<file path="src/rtl/pipeline_pkg.sv">
// Shared types and widths for the 5-stage pipeline control logic.
package pipeline_pkg;

  localparam int unsigned STALL_CNT_W = 16;
  localparam int unsigned REG_ADDR_W  = 5;
  localparam int unsigned WAIT_CNT_W  = 8;

  typedef enum logic [1:0] {
    ST_RUN      = 2'd0,
    ST_MEM_WAIT = 2'd1,
    ST_MEM_ERR  = 2'd2
  } hazard_state_t;

endpackage

</file>
<file path="src/rtl/load_use_detect.sv">
// Flags a load in EX whose destination feeds a source of the instruction in ID.
module load_use_detect
  import pipeline_pkg::*;
(
  input  logic                  ex_mem_read,
  input  logic [REG_ADDR_W-1:0] ex_rt,
  input  logic [REG_ADDR_W-1:0] id_rs,
  input  logic [REG_ADDR_W-1:0] id_rt,
  output logic                  load_use_c
);

  // r0 is hardwired zero, so a load into it never creates a dependency
  always_comb begin
    load_use_c = ex_mem_read && (ex_rt != '0) && ((ex_rt == id_rs) || (ex_rt == id_rt));
  end

endmodule

</file>
<file path="src/rtl/pipeline_hazard_ctrl.sv">
// Stall/flush sequencer: load-use bubbles, branch flushes, data-memory
// handshake with pipeline freeze, sticky timeout error and stall counting.
module pipeline_hazard_ctrl
  import pipeline_pkg::*;
#(
  parameter int unsigned MEM_TIMEOUT = 16
) (
  input  logic                   clk_i,
  input  logic                   rst_i,
  input  logic [REG_ADDR_W-1:0]  IFIDRs_i,
  input  logic [REG_ADDR_W-1:0]  IFIDRt_i,
  input  logic                   IDEXMemRead_i,
  input  logic [REG_ADDR_W-1:0]  IDEXRt_i,
  input  logic                   BranchTaken_i,
  input  logic                   EXMEMMemAccess_i,
  input  logic                   DMemAck_i,
  output logic                   DMemReq_o,
  output logic                   PCWrite_o,
  output logic                   IFIDWrite_o,
  output logic                   IFIDFlush_o,
  output logic                   IDEXFlush_o,
  output logic                   PipeFreeze_o,
  output logic                   MEMWBBubble_o,
  output logic                   MemError_o,
  output logic [STALL_CNT_W-1:0] StallCycles_o
);

  localparam logic [WAIT_CNT_W-1:0] WAIT_LAST = WAIT_CNT_W'(MEM_TIMEOUT - 1);

  hazard_state_t          state_q, state_d;
  logic [WAIT_CNT_W-1:0]  wait_q;
  logic                   mem_err_q;
  logic [STALL_CNT_W-1:0] stall_q;
  logic                   load_use_c;
  logic                   mem_stall_c;

  load_use_detect u_load_use_detect (
    .ex_mem_read (IDEXMemRead_i),
    .ex_rt       (IDEXRt_i),
    .id_rs       (IFIDRs_i),
    .id_rt       (IFIDRt_i),
    .load_use_c  (load_use_c)
  );

  always_ff @(posedge clk_i or posedge rst_i) begin
    if (rst_i) begin
      state_q   <= ST_RUN;
      wait_q    <= '0;
      mem_err_q <= 1'b0;
      stall_q   <= '0;
    end else begin
      state_q   <= state_d;
      mem_err_q <= (state_d == ST_MEM_ERR);
      // counter sits at zero outside MEM_WAIT, so it is clear on every entry
      if (state_q == ST_MEM_WAIT) wait_q <= wait_q + WAIT_CNT_W'(1);
      else                        wait_q <= '0;
      if ((state_q != ST_MEM_ERR) && !PCWrite_o && (stall_q != '1))
        stall_q <= stall_q + STALL_CNT_W'(1);
    end
  end

  // Next state and priority-muxed control: memstall > loaduse > branch
  always_comb begin
    state_d       = state_q;
    mem_stall_c   = 1'b0;
    DMemReq_o     = 1'b0;
    PCWrite_o     = 1'b0;
    IFIDWrite_o   = 1'b0;
    IFIDFlush_o   = 1'b0;
    IDEXFlush_o   = 1'b0;
    PipeFreeze_o  = 1'b0;
    MEMWBBubble_o = 1'b0;
    if (!rst_i) begin
      case (state_q)
        ST_RUN, ST_MEM_WAIT: begin
          DMemReq_o   = EXMEMMemAccess_i;
          mem_stall_c = EXMEMMemAccess_i && !DMemAck_i;
          if (mem_stall_c) begin
            PipeFreeze_o  = 1'b1;
            MEMWBBubble_o = 1'b1;
          end else if (load_use_c) begin
            IDEXFlush_o = 1'b1;
          end else if (BranchTaken_i) begin
            IFIDFlush_o = 1'b1;
            PCWrite_o   = 1'b1;
            IFIDWrite_o = 1'b1;
          end else begin
            PCWrite_o   = 1'b1;
            IFIDWrite_o = 1'b1;
          end
          if (state_q == ST_RUN) begin
            if (mem_stall_c) state_d = ST_MEM_WAIT;
          end else if (!mem_stall_c) begin
            state_d = ST_RUN;
          end else if (wait_q == WAIT_LAST) begin
            state_d = ST_MEM_ERR;
          end
        end
        ST_MEM_ERR: begin
          PipeFreeze_o  = 1'b1;
          MEMWBBubble_o = 1'b1;
        end
        default: state_d = ST_RUN;
      endcase
    end
  end

  assign MemError_o    = mem_err_q;
  assign StallCycles_o = stall_q;

endmodule

</file>
<file path="config.mk">
export PLATFORM = sky130hd
export DESIGN_NAME = pipeline_hazard_ctrl
export DESIGN_NICKNAME = d
export VERILOG_FILES = /design/src/rtl/pipeline_pkg.sv /design/src/rtl/load_use_detect.sv /design/src/rtl/pipeline_hazard_ctrl.sv
export SDC_FILE = /design/constraint.sdc
export NUM_CORES = 1
export LEC_CHECK = 0
export CAP_MARGIN = 20
export CORE_MARGIN = 5
export CORE_UTILIZATION = 42
export CTS_BUF_LIST = sky130_fd_sc_hd__clkbuf_8
export CTS_CLUSTER_SIZE = 30
export DETAILED_ROUTE_END_ITERATION = 12
export GPL_ROUTABILITY_DRIVEN = 1
export PLACE_DENSITY = 0.7
export SYNTH_ARGS = -nofsm -noshare
export SYNTH_HDL_FRONTEND = slang
export SYNTH_HIERARCHICAL = 1
export SYNTH_SLANG_ARGS = --single-unit
</file>
<file path="constraint.sdc">
create_clock -name clk_i -period 4.35 [get_ports clk_i]
set_input_delay 0.87 -clock clk_i [delete_from_list [all_inputs] [get_ports clk_i]]
set_output_delay 0.87 -clock clk_i [all_outputs]
set_load 0.05 [all_outputs]
</file>
==> metrics.txt <==
outcome=finished clean; top cell type's share of synthesized area=0.439; Syn Inst Count=146; worst clock skew=2.60 ps; clock buffer depth=2; CTS tree=done; crit path time final=3680 ps; count of different cell masters after synthesis=35; Clock power frac=0.178; Worst VDD drop=0.000440 V; Max FO, Critical Path=5; most frequent cells after synthesis=27 x dfrtp_1, 22 x xor2_1, 11 x nor2_1, 10 x nand2_1, 9 x nor4_1; Routed WL per cell=14.4 um; Clk pin slew, worst setup/hold paths=90 ps; slowest stage delay, CP=850 ps; crit-path leading delay family=buffers and inverters; Netlist Area Pre-Place=1540 um2; Syn-to-layout area delta=34.0%; Post-synth EDFFs=0; largest area contributor in the netlist=dfrtp_1; Synth Area in Compound Gates=0.0528; post-synthesis sequential area ratio=0.439; Post-CTS Setup Bufs=0; ratio of cells with drive above 1 in the final layout=0.110; static leakage=0.929 nW; cell with the most instances after synthesis=dfrtp_1; Post-synth top flop=dfrtp_1; n_diodes=0; mux contribution to synthesized area=0.0244; Slew Limit Fails=0; drt first pass iters=4; gr usage total=0.140; Num Clock Sinks=27; Setup TNS Final=0 ps; critical-path cell list=clkdlybuf4s50_1 > and2b_1 > nand2b_1 > a21oi_1 > clkdlybuf4s50_1; worst rel slew slack=0.392; Async S/R FF share, synth=1.00; CTS HTree Levels=1; Vias=1249; Rows=22; Synth Area per Inst=10.5 um2; Post-DP Area=2020 um2; Die Height=70.5 um; Setup-failing EPs final=0; DR iter-0 viols=41; Max Cap Violations=0; Root Buffer=clkbuf_8; Worst Hold Class=flop to flop; Port Buf Inserts=44; TritonCTS buffer count=3; CP required=3480 ps; DIE AREA=4970 um2; Die Width=70.5 um; Mapped Nets=169; most used cell, CP=clkdlybuf4s50_1; vias in the first global route=1277; Core Region=3610 um2; WP data arrival=2810 ps; first-pass GRT wire length=5.82 mm; Clk Latency, worst-skew pair=270 ps; dpl cells=235; Placer Congestion=0.921; Setup crit end kind=output port; grt total ovfl=0; adder-cell share of the synthesized area=0.0163; simple-gate share of the synthesized area=0.278; Max Freq=272 MHz; Post-CTS Hold Fix Bufs=0; fin area=2060 um2; Pwr Total=787 uW; critical path type=input pin to output port; share of power burned in registers=0.427; Seq cells post-synth=27; Post-route DRC=0; final hold viol count=0; Pint=469 uW; Pwr per Cell Area=382 nW/um2; crit start category=input pin; largest net degree at the start of global routing=28; wire length after detailed routing=3.45 mm; Synth area leaders=dfrtp_1 44%, xor2_1 13%, xnor2_1 4.0%; Hold WS=457 ps; Logic pwr share=0.395; RSZ-0062 raised after global routing=false; Final HPWL DP=2.58 mm; largest family of logic cells by synthesized area=simple AND/OR/NAND/NOR gates; Initial Util=0.427; synth warn=6; Via density=5.23; final non-filler cell total=239; I/O Pins=45; P_sw=319 uW; Slowest-stage cell, CP=clkdlybuf4s50_1; Final Cycle Share=0.846; post-cts resize count=0; worst slew pin tran=909 ps; initial antenna violation count=0; antenna viol nets, final=0; Buf/Inv on CP=2; post-synthesis xor/xnor area fraction=0.165; Switching Share=0.405; final net count=215
## flip-flops by register name (all words and copies together), names as in the netlist
name and cells:
StallCycles_o 16, wait_q 8, MemError_o 1, state_q 2
## metal layers
layer  vias up  track usage  share of wire
met5         -            0              0
met4         0       0.0355         0.0049
met3         2       0.0398          0.071
met2        39        0.235           0.48
met1       602        0.178           0.44
li1        606            -              -
## kinds of logic (layout without fill, tap and decap cells)
logic type      count (synthesis)  count (layout)
simple gates                   70              70
xor+xnor                       29              29
flops                          27              27
compound gates                  8               8
buf+inv                         7              52
mux                             3               3
fa+ha+maj                       2               2
## layout by cell type (no fill, tap or decap), types with 3 or more instances in the layout
master,instances
xor2_1,22
nor3_1,5
nor4_1,8
nand4_1,5
clkbuf_8,3
xnor2_1,7
dfrtp_1,27
and2_1,3
nand2_1,10
nor2_1,11
and3_1,5
buf_4,5
clkdlybuf4s50_1,40
inv_1,4
nand3_1,8
## final cells by class
| type | count | area, um2 |
|---|---|---|
| clock buffers | 3 | 41.3 |
| clock inverters | 1 | 3.75 |
| well taps | 48 | 60.1 |
| fillers | 308 | 1540 |
| multi-input cells | 112 | 832 |
| repair buffers | 45 | 438 |
| inverters | 3 | 11.3 |
| flip-flops and latches | 27 | 676 |
## path summary, 6_finish.rpt
path	cells past startpoint	slack, ps	to	start
min	1	460	wait_q[0]	wait_q[0]
min reg2reg	1	460	wait_q[0]	wait_q[0]
max in group asynchronous	3	2870	wait_q[3]	rst_i
max	5	670	MEMWBBubble_o	DMemAck_i
max reg2reg	3	2380	StallCycles_o[1]	state_q[1]
min in group asynchronous	3	1220	state_q[1]	rst_i
## power groups by stage
stage                     Clock (mW)  Combinational (mW)  Sequential [mW]
after floorplan                    0              0.0997            0.439
after global placement             0               0.309            0.337
after detailed placement           0               0.313            0.339
after CTS                      0.143               0.315            0.336
after global routing           0.152               0.330            0.344
final                          0.140               0.311            0.336
## stage by stage
stage | worst slack (ps) | util
6_report | 670 | 0.572
5_1_grt | 559 | 0.572
4_1_cts | 668 | 0.572
3_5_place_dp | 676 | 0.559
3_3_place_gp | 721 | 0.559
2_1_floorplan | 320 | -
Power figures use the tool's default switching activity.
